[src/rtl/bist_pkg.sv]
// Shared definitions for the memory BIST engine: FSM state codes, the
// March C- element table and the background selector encodings.
package bist_pkg;

    // FSM state codes
    typedef logic [2:0] state_t;
    localparam state_t ST_IDLE  = 3'd0;
    localparam state_t ST_WRITE = 3'd1;
    localparam state_t ST_READ  = 3'd2;
    localparam state_t ST_CMP   = 3'd3;
    localparam state_t ST_DONE  = 3'd4;

    // March element index, M0..M5
    typedef logic [2:0] elem_idx_t;
    localparam elem_idx_t ELEM_FIRST = 3'd0;
    localparam elem_idx_t ELEM_LAST  = 3'd5;

    // Background selector: pass 0 uses solid words, pass 1 checkerboard words
    localparam logic BG_SOLID   = 1'b0;
    localparam logic BG_CHECKER = 1'b1;

    // One march element: direction, optional read with its polarity,
    // optional write with its polarity (polarity 0 = background, 1 = inverse)
    typedef struct packed {
        logic down;
        logic has_read;
        logic rd_pol;
        logic has_write;
        logic wr_pol;
    } march_elem_t;

    // March C-: M0 U(w0) M1 U(r0,w1) M2 U(r1,w0) M3 D(r0,w1) M4 D(r1,w0) M5 U(r0)
    function automatic march_elem_t march_elem(input elem_idx_t idx);
        march_elem_t e;
        case (idx)
            3'd0:    e = '{down: 1'b0, has_read: 1'b0, rd_pol: 1'b0, has_write: 1'b1, wr_pol: 1'b0};
            3'd1:    e = '{down: 1'b0, has_read: 1'b1, rd_pol: 1'b0, has_write: 1'b1, wr_pol: 1'b1};
            3'd2:    e = '{down: 1'b0, has_read: 1'b1, rd_pol: 1'b1, has_write: 1'b1, wr_pol: 1'b0};
            3'd3:    e = '{down: 1'b1, has_read: 1'b1, rd_pol: 1'b0, has_write: 1'b1, wr_pol: 1'b1};
            3'd4:    e = '{down: 1'b1, has_read: 1'b1, rd_pol: 1'b1, has_write: 1'b1, wr_pol: 1'b0};
            default: e = '{down: 1'b0, has_read: 1'b1, rd_pol: 1'b0, has_write: 1'b0, wr_pol: 1'b0};
        endcase
        return e;
    endfunction

    // Every element starts with its read if it has one, otherwise its write
    function automatic state_t first_state(input march_elem_t e);
        return e.has_read ? ST_READ : ST_WRITE;
    endfunction

endpackage

[src/rtl/bist_addr_gen.sv]
// Up/down address counter for the march elements. Load picks the start
// address of an element (0 ascending, DEPTH-1 descending); last flags the
// final address in the current direction.
module bist_addr_gen #(
    parameter int ADDR_WIDTH = 2,
    parameter int DEPTH      = 4
) (
    input  logic                  clk,
    input  logic                  res,
    input  logic                  load_i,
    input  logic                  load_down_i,
    input  logic                  step_i,
    input  logic                  dir_down_i,
    output logic [ADDR_WIDTH-1:0] addr_o,
    output logic                  last_o
);

    localparam logic [ADDR_WIDTH-1:0] ADDR_TOP = ADDR_WIDTH'(DEPTH - 1);

    logic [ADDR_WIDTH-1:0] addr_q;
    logic [ADDR_WIDTH-1:0] addr_d;

    // Next address: load wins over step; otherwise hold
    always_comb begin
        addr_d = addr_q;
        if (load_i) begin
            addr_d = load_down_i ? ADDR_TOP : '0;
        end else if (step_i) begin
            addr_d = dir_down_i ? addr_q - 1'b1 : addr_q + 1'b1;
        end
    end

    // Address register
    always_ff @(posedge clk) begin
        if (res) begin
            addr_q <= '0;
        end else begin
            addr_q <= addr_d;
        end
    end

    assign addr_o = addr_q;
    assign last_o = dir_down_i ? (addr_q == '0) : (addr_q == ADDR_TOP);

endmodule

[src/rtl/memory_bist.sv]
// March C- BIST engine for a single-port memory. Runs the march twice
// (solid then checkerboard background) and stops at the first mismatch,
// recording its address, read value and expected value.
module memory_bist
    import bist_pkg::*;
#(
    parameter int DATA_WIDTH = 8,
    parameter int ADDR_WIDTH = 2,
    parameter int DEPTH      = 4,
    parameter int SYNC_READ  = 1
) (
    input  logic                  clk,
    input  logic                  res,
    input  logic                  start,
    output logic                  mem_wen,
    output logic                  mem_ren,
    output logic [ADDR_WIDTH-1:0] mem_addr,
    output logic [DATA_WIDTH-1:0] mem_wr_data,
    input  logic [DATA_WIDTH-1:0] mem_rd_data,
    output logic                  busy,
    output logic                  done,
    output logic                  fail,
    output logic [ADDR_WIDTH-1:0] fail_addr,
    output logic [DATA_WIDTH-1:0] fail_data,
    output logic [DATA_WIDTH-1:0] fail_exp
);

    state_t                state_q, state_d;
    elem_idx_t             elem_q, elem_d;
    logic                  pass_q, pass_d;
    logic                  fail_q, fail_d;
    logic [ADDR_WIDTH-1:0] fail_addr_q, fail_addr_d;
    logic [DATA_WIDTH-1:0] fail_data_q, fail_data_d;
    logic [DATA_WIDTH-1:0] fail_exp_q, fail_exp_d;

    logic                  ag_load, ag_load_down, ag_step, ag_last;
    logic [ADDR_WIDTH-1:0] ag_addr;

    march_elem_t           elem;
    elem_idx_t             next_elem;
    logic [DATA_WIDTH-1:0] checker_word, bg0_word, bg1_word, exp_word, wr_word;
    logic                  cmp_now, mismatch;

    // Checkerboard word 0x55.. : even bits set, works for odd widths too
    for (genvar gi = 0; gi < DATA_WIDTH; gi++) begin : g_checker
        assign checker_word[gi] = ((gi % 2) == 0);
    end

    assign elem      = march_elem(elem_q);
    assign next_elem = (elem_q == ELEM_LAST) ? ELEM_FIRST : elem_q + 3'd1;
    assign bg0_word  = (pass_q == BG_CHECKER) ? checker_word  : '0;
    assign bg1_word  = (pass_q == BG_CHECKER) ? ~checker_word : '1;
    assign exp_word  = elem.rd_pol ? bg1_word : bg0_word;
    assign wr_word   = elem.wr_pol ? bg1_word : bg0_word;

    // With an async memory the read data is already valid in READ
    assign cmp_now  = (state_q == ST_CMP) || ((state_q == ST_READ) && (SYNC_READ == 0));
    assign mismatch = cmp_now && (mem_rd_data != exp_word);

    bist_addr_gen #(
        .ADDR_WIDTH(ADDR_WIDTH),
        .DEPTH     (DEPTH)
    ) u_addr_gen (
        .clk        (clk),
        .res        (res),
        .load_i     (ag_load),
        .load_down_i(ag_load_down),
        .step_i     (ag_step),
        .dir_down_i (elem.down),
        .addr_o     (ag_addr),
        .last_o     (ag_last)
    );

    // Sequencing: op -> next op, address, element and pass, all decided in the op's own cycle
    always_comb begin
        state_d      = state_q;
        elem_d       = elem_q;
        pass_d       = pass_q;
        fail_d       = fail_q;
        fail_addr_d  = fail_addr_q;
        fail_data_d  = fail_data_q;
        fail_exp_d   = fail_exp_q;
        ag_load      = 1'b0;
        ag_load_down = 1'b0;
        ag_step      = 1'b0;
        case (state_q)
            ST_IDLE, ST_DONE: begin
                if (start) begin
                    state_d      = first_state(march_elem(ELEM_FIRST));
                    elem_d       = ELEM_FIRST;
                    pass_d       = BG_SOLID;
                    fail_d       = 1'b0;
                    fail_addr_d  = '0;
                    fail_data_d  = '0;
                    fail_exp_d   = '0;
                    ag_load      = 1'b1;
                    ag_load_down = march_elem(ELEM_FIRST).down;
                end
            end
            ST_WRITE, ST_READ, ST_CMP: begin
                if (mismatch) begin
                    state_d     = ST_DONE;
                    fail_d      = 1'b1;
                    fail_addr_d = ag_addr;
                    fail_data_d = mem_rd_data;
                    fail_exp_d  = exp_word;
                end else if ((state_q == ST_READ) && (SYNC_READ != 0)) begin
                    state_d = ST_CMP;
                end else if ((state_q != ST_WRITE) && elem.has_write) begin
                    state_d = ST_WRITE;
                end else if (!ag_last) begin
                    ag_step = 1'b1;
                    state_d = first_state(elem);
                end else if ((elem_q == ELEM_LAST) && (pass_q == BG_CHECKER)) begin
                    state_d = ST_DONE;
                end else begin
                    elem_d       = next_elem;
                    pass_d       = (elem_q == ELEM_LAST) ? BG_CHECKER : pass_q;
                    ag_load      = 1'b1;
                    ag_load_down = march_elem(next_elem).down;
                    state_d      = first_state(march_elem(next_elem));
                end
            end
            default: state_d = ST_IDLE;
        endcase
    end

    // Control and result registers
    always_ff @(posedge clk) begin
        if (res) begin
            state_q     <= ST_IDLE;
            elem_q      <= ELEM_FIRST;
            pass_q      <= BG_SOLID;
            fail_q      <= 1'b0;
            fail_addr_q <= '0;
            fail_data_q <= '0;
            fail_exp_q  <= '0;
        end else begin
            state_q     <= state_d;
            elem_q      <= elem_d;
            pass_q      <= pass_d;
            fail_q      <= fail_d;
            fail_addr_q <= fail_addr_d;
            fail_data_q <= fail_data_d;
            fail_exp_q  <= fail_exp_d;
        end
    end

    assign busy        = (state_q == ST_WRITE) || (state_q == ST_READ) || (state_q == ST_CMP);
    assign done        = (state_q == ST_DONE);
    assign mem_wen     = (state_q == ST_WRITE);
    assign mem_ren     = (state_q == ST_READ);
    assign mem_wr_data = (state_q == ST_WRITE) ? wr_word : '0;
    assign mem_addr    = ag_addr;
    assign fail        = fail_q;
    assign fail_addr   = fail_addr_q;
    assign fail_data   = fail_data_q;
    assign fail_exp    = fail_exp_q;

endmodule

[config.mk]
export PLATFORM = sky130hd
export DESIGN_NAME = memory_bist
export DESIGN_NICKNAME = d
export VERILOG_FILES = /design/src/rtl/bist_pkg.sv /design/src/rtl/bist_addr_gen.sv /design/src/rtl/memory_bist.sv
export SDC_FILE = /design/constraint.sdc
export NUM_CORES = 1
export LEC_CHECK = 0
export BUFFER_PORTS_ARGS = -buffer_cell sky130_fd_sc_hd__buf_2
export CELL_PAD_IN_SITES_DETAIL_PLACEMENT = 1
export CELL_PAD_IN_SITES_GLOBAL_PLACEMENT = 2
export CORE_ASPECT_RATIO = 0.7
export CORE_MARGIN = 2
export CORE_UTILIZATION = 26
export DETAILED_ROUTE_END_ITERATION = 8
export GPL_TIMING_DRIVEN = 0
export PLACE_DENSITY = 0.73
export SYNTH_ARGS = -nofsm -noshare
export SYNTH_HDL_FRONTEND = slang
export SYNTH_SLANG_ARGS = --single-unit
[constraint.sdc]
create_clock -name clk -period 1.7 [get_ports clk]
set_input_delay 0.255 -clock clk [delete_from_list [all_inputs] [get_ports clk]]
set_output_delay 0.255 -clock clk [all_outputs]
set_load 0.1 [all_outputs]
# Word level (Yosys, flattened, before mapping)

Cells that the tools add are included.

Eq/ne operators: 24
Add/sub/neg operators: 3
Reductions and logical operators: 16
Muxes and demuxes: 71

Operators with widths:

| kind                  | count |
|---|---|
| $pmux W5 S5           | 2 |
| $mux W8               | 6 |
| $mux W3               | 13 |
| $pmux W8 S2           | 2 |
| $mux W1               | 26 |
| $mux W4               | 6 |
| $eq A3 B2 Y1 const B  | 6 |
| $mux W2               | 8 |
| $ne A2 B2 Y1 const B  | 8 |
| $mux W7               | 2 |
| $eq A3 B3 Y1 const B  | 4 |
| $pmux W3 S2           | 2 |
| $eq A3 B1 Y1 const B  | 3 |
| $logic_not A3 Y1      | 3 |
| $ne A8 B8 Y1          | 1 |
| $reduce_and A8 Y1     | 1 |
| $reduce_and A7 Y1     | 1 |
| $pmux W1 S2           | 3 |
| $pmux W2 S2           | 1 |
| $reduce_bool A2 Y1    | 2 |
| $add A3 B1 Y3 const B | 1 |
| $logic_and A1 B1 Y1   | 3 |
| $ne A3 B1 Y1 const B  | 1 |
| $reduce_and A3 Y1     | 1 |
| 7 further kinds       | 8 |

Output and inout port bits: 33
Bits in registers: 28
Word-level logic and storage cells: 122

# Depth between registers and ports, before layout

Depth in word-level cells: 17
Mapped depth: 9
Depth with buffers taken out: 8

# Hierarchy

From an unflattened synthesis, not the netlist that was laid out.

Cells, all modules: 181
Area total of the unflattened synthesis: 1427.6 um2

By module, submodules not included:

| module        | times used | area each (um2) | seq. area each (um2) | cells each |
|---|---|---|---|---|
| memory_bist   | 1          | 1312.5          | 400.4                | 166 |
| bist_addr_gen | 1          | 115.1           | 40.0                 | 15 |

# Worst setup path before layout

OpenSTA, ideal clock, no wires.

Path kind: register to output
Start: register elem_q[2]
End: output port mem_wr_data[2]
Path slack: -2.348 ns
Data arrival time: 3.793 ns
Stages on the path, launching flop included: 8
Path through: dfxtp_1 buf_2 inv_1 ha_1 nor2_1 xor2_1 nor3_1 buf_4

Word-level cells in the longest chain between the ends: 4

RTL lines:

| what                                       | line               | text |
|---|---|---|
| from (decl)                                | memory_bist.sv:29  | `elem_idx_t elem_q, elem_d;` |
| from (signal assigned)                     | memory_bist.sv:140 | `elem_q <= elem_d;` |
| $eq A3 B3 Y1, or another cell as far along | bist_pkg.sv:35     | `case (idx)` |
| $pmux W5 S5 (*)                            | bist_pkg.sv:35     |  |
| $mux W8 (*)                                | memory_bist.sv:54  | `assign wr_word = elem.wr_pol ? bg1_word : bg0_word;` |
| $mux W8 (*)                                | memory_bist.sv:153 | `assign mem_wr_data = (state_q == ST_WRITE) ? wr_word : '0;` |
| to (decl)                                  | memory_bist.sv:18  | `output logic [DATA_WIDTH-1:0] mem_wr_data,` |

Mark *: on every way between the ends. The rest lies on a longest branch, timed or not.

# Final worst setup path

Start: register elem_q[0]
End: output port mem_wr_data[2]

The elaborated chain is that of the path after synthesis.

==> summary by stage <==
Status
The flow ran to the end, but the final reports show violations. The final reports fail on setup timing.

Synthesis
The share of synthesized area in the top cell type comes to 0.298. Ranked by total cell area, the synthesized netlist is headed by dfxtp_1 30%, a21oi_1 7.5%, buf_4 6.6%. The biggest area consumer among synthesized cells is dfxtp_1. Synthesis handed over a netlist of 187 instances.

Yosys mapped the design onto 46 distinct sky130hd cell types. In this run, synthesis produced a sequential element count of 22. Each instance of the synthesized netlist takes up on average 7.90 sq um.

For this run, asynchronously set or reset flops after synthesis account for 0. The commonest register cell after synthesis is dfxtp_1. In this run, synthesis inferred 0 flip-flops with an integrated enable. The share of the Yosys chip area taken by registers is 0.298. The synthesized netlist occupies a cell area of 0.00148 sq mm. For this run, the number of Yosys warnings is 0. The number of nets produced by synthesis is 199.

Critical path
The capturing element type of the critical path is an output pin. The worst setup path is of the reg2out kind. The kind of start point of the critical path is a register. STA puts the critical path data arrival time at 1.84 ns. Data on the critical path is required at its endpoint by 1.44 ns. The critical-path maximum fanout is 4.

Global route
For met2 alone, demand over resource in global routing was 0.260. The via count of the first global-routing pass came to 1585. The first-pass GRT wire length is 8.35 mm. The global-route met3 utilization is 0.0351. The total routing usage reported by global routing is 0.173. The total congestion overflow after global routing is 0. Entering global routing, the biggest net connects 13 pins. The global routing met1 resource utilization is 0.264.

The number of antenna violations at the first check in global routing was 0. The most heavily used metal layer in global routing is met1.

Final layout
The ratio of cells with drive above 1 in the final layout is 0.580. Relative to the synthesized area, the layout overhead comes to 72.0%. For this run, the post-layout net count is about 270. The final standard cell count with taps included and fillers excluded is 327.

The final antenna diode count is 0.

Die
The die footprint is 0.00631 sq mm. The die is 94.1 microns wide. The floorplan has 22 rows.

The starting density of the core is 0.275. The number of top-level design ports is 44. The region available for standard cell placement spans 0.00537 sq mm. The height of the die is roughly 67 microns.

CTS
After clock tree synthesis, the clock-pin slew on the worst setup and hold paths is 0.08 ns. The number of clock sinks is 22. The maximum level of the CTS H-tree is 1. The TritonCTS clock tree is built. No sink is reached through more buffers than the 2 on the longest clock path. The quantity of hold-fixing buffers added after cts is 0. The insertion delay of the later-clocked pin in the worst-skew pair is 0.27 ns. The clock tree root buffer cell is clkbuf_8.

The number of clock buffers inserted by TritonCTS is 3.

Drt
The wire length per cell is 16.4 microns. The post-detailed-routing wire length is 5.38 mm. The DRC marker count from the first detailed-route iteration is 38. The overall via count from detail_route is 1599. After detailed routing, the number of remaining DRC violations is 0.

In this run the remaining antenna-violating nets after routing total 0. The vias per cell is 4.89. The number of iterations in the first detailed-routing pass is 4.

Placed design
The detailed placement HPWL is 3.74 mm. The worst setup slack before clock tree synthesis is -0.567 ns. At the end of routability-driven placement, the weighted congestion stood at 0.815. The number of placed instances, taps included is about 300. The port buffer count is 43.

Pwr
The maximum ir drop on the vdd rail is approximately 0.00024 V. For this design the static power due to leakage is 0.955 nW. Power spread over the standard cell area amounts to roughly 440 mW/mm^2.

STA
Once routing completed, OpenROAD measured the worst setup slack at -0.392 ns. Setup repair after global routing could not meet its margin everywhere. For this run, the top clock speed supported by timing is 478 MHz.

At the pin with the least slew margin, the transition time is 0.685 ns. The normalized max-slew margin is 0.543. On the final layout, the worst clock skew is 0.0115 ns. The hold violation total from the final report came to 0. The number of pins exceeding their max-slew limit in the final report is 0. Setup violations remaining at the end of the flow were counted as 30. Counting I/O delays and the setup requirement, the final critical path takes 2.09 ns. In the finished design, the share of the clock period the worst path needs comes to 1.23.

Run
The number of max-cap violations is 0.

Min path
The worst hold path belongs to the class in2reg.
worst paths after layout:
path | depth (start not counted) | end | start | slack, ns
worst min-delay path | 3 | fail_data[6]$_SDFFE_PP0P_ | mem_rd_data[6] | 0.23
worst max register to register | 7 | pass_q$_SDFFE_PP0P_ | elem_q[0]$_SDFFE_PP0P_ | -0.27
worst max-delay path | 9 | mem_wr_data[2] | elem_q[0]$_SDFFE_PP0P_ | -0.39
worst min register to register | 2 | fail_data[3]$_SDFFE_PP0P_ | fail_data[3]$_SDFFE_PP0P_ | 0.46
power breakdown:
group / switching (W) / internal (W)
clock: 0.000176 / 0.000167
sequential: 0.0000104 / 0.000517
combinational: 0.000166 / 0.0000723
total: 0.000353 / 0.000757
critical path, stage by stage, from the launching register on:
cell and delay (ns):
dfxtp_4 0.36, buf_6 0.11, and2_4 0.14, ha_4 0.15, nor2_4 0.13, xor2_2 0.10
nor3_4 0.18, buf_12 0.16, buf_12 0.10, buf_12 0.16
cell type report:
cell class / instances / area [sq um]
buffer: 22 / 240
clock buffer: 4 / 45.0
fill: 625 / 2830
inverter: 5 / 18.8
multi-input combinational: 137 / 1130
sequential: 22 / 460
tap: 72 / 90.1
timing repair buffer: 65 / 553
registers in the layout, indices dropped and copies added, names as in the netlist:
signal,count
pass_q,1
fail_data,8
state_q,3
fail,1
elem_q,3
fail_addr,2
fail_exp,2
u_addr_gen.addr_o,2
routing by layer:
layer	vias up	routed length [microns]	part of all wire
met2	38	2420	0.45
met4	0	38	0.0071
met5	-	0	0
li1	791	-	-
met1	764	2670	0.50
met3	6	248	0.046
synthesized netlist by cell type, types with 4 or more instances:
cell type	instances
nor2b_1	7
buf_4	13
a21oi_1	22
nand2_1	18
clkbuf_1	4
nor2_1	11
o21ai_0	10
nand3_1	13
xor2_1	4
nor3_1	5
inv_1	5
buf_2	4
dfxtp_1	22
metrics by stage:
stage	hold slack (ns)	total power, W	util	cell area (sq um)	TNS (ns)
2_1_floorplan	0.391	0.000699	-	1690	-7.52
3_3_place_gp	0.445	0.000754	0.372	2000	-11.84
3_5_place_dp	0.458	0.000755	0.372	2000	-12.24
4_1_cts	0.224	0.00111	0.438	2350	-7.13
5_1_grt	0.248	0.00116	0.473	2540	-10.06
6_report	0.233	0.00111	0.473	2540	-7.00
logic make-up (layout without fill, tap and decap cells):
| logic type | Yosys count | after routing | share of synthesized area |
|---|---|---|---|
| AOI/OAI and AO/OA | 49 | 49 | 0.220 |
| DFF | 22 | 22 | 0.298 |
| xor gates and xnor gates | 6 | 6 | 0.0356 |
| adders and majority gates | 1 | 1 | 0.00847 |
| buffers and inverters | 28 | 96 | 0.118 |
| and+or+nand+nor | 81 | 81 | 0.320 |
cells in the final DEF, fill, tap and decap left out, types with 2 or more instances in the layout:
master,count
nor4_4,2
a21oi_2,8
nand4_1,2
nor2_2,2
nand3_1,9
nand3_2,5
nor2_1,7
o21ai_0,5
o21ai_2,2
o21ai_1,3
buf_8,4
a221oi_2,2
a31oi_1,2
nand2_1,17
inv_1,4
nand3b_1,3
buf_6,12
and2_4,2
buf_4,25
xor2_1,2
a21oi_1,13
buf_2,31
dfxtp_4,5
nor2_4,2
dfxtp_1,16
nor3_4,6
a211oi_2,2
clkbuf_8,3
or4_4,4
clkbuf_1,3
buf_12,12
nor2b_1,6
nor3_1,2
a31o_1,2
nand2b_1,2
what timing repair did:
item                       4_1_cts  5_1_grt
gates resized for setup         57       28
setup buffers                   12        9
setup endpoints to repair       34       32
pin swaps                       15       14
cloned                           1        0
No activity file was read; power rests on OpenSTA's default activity.
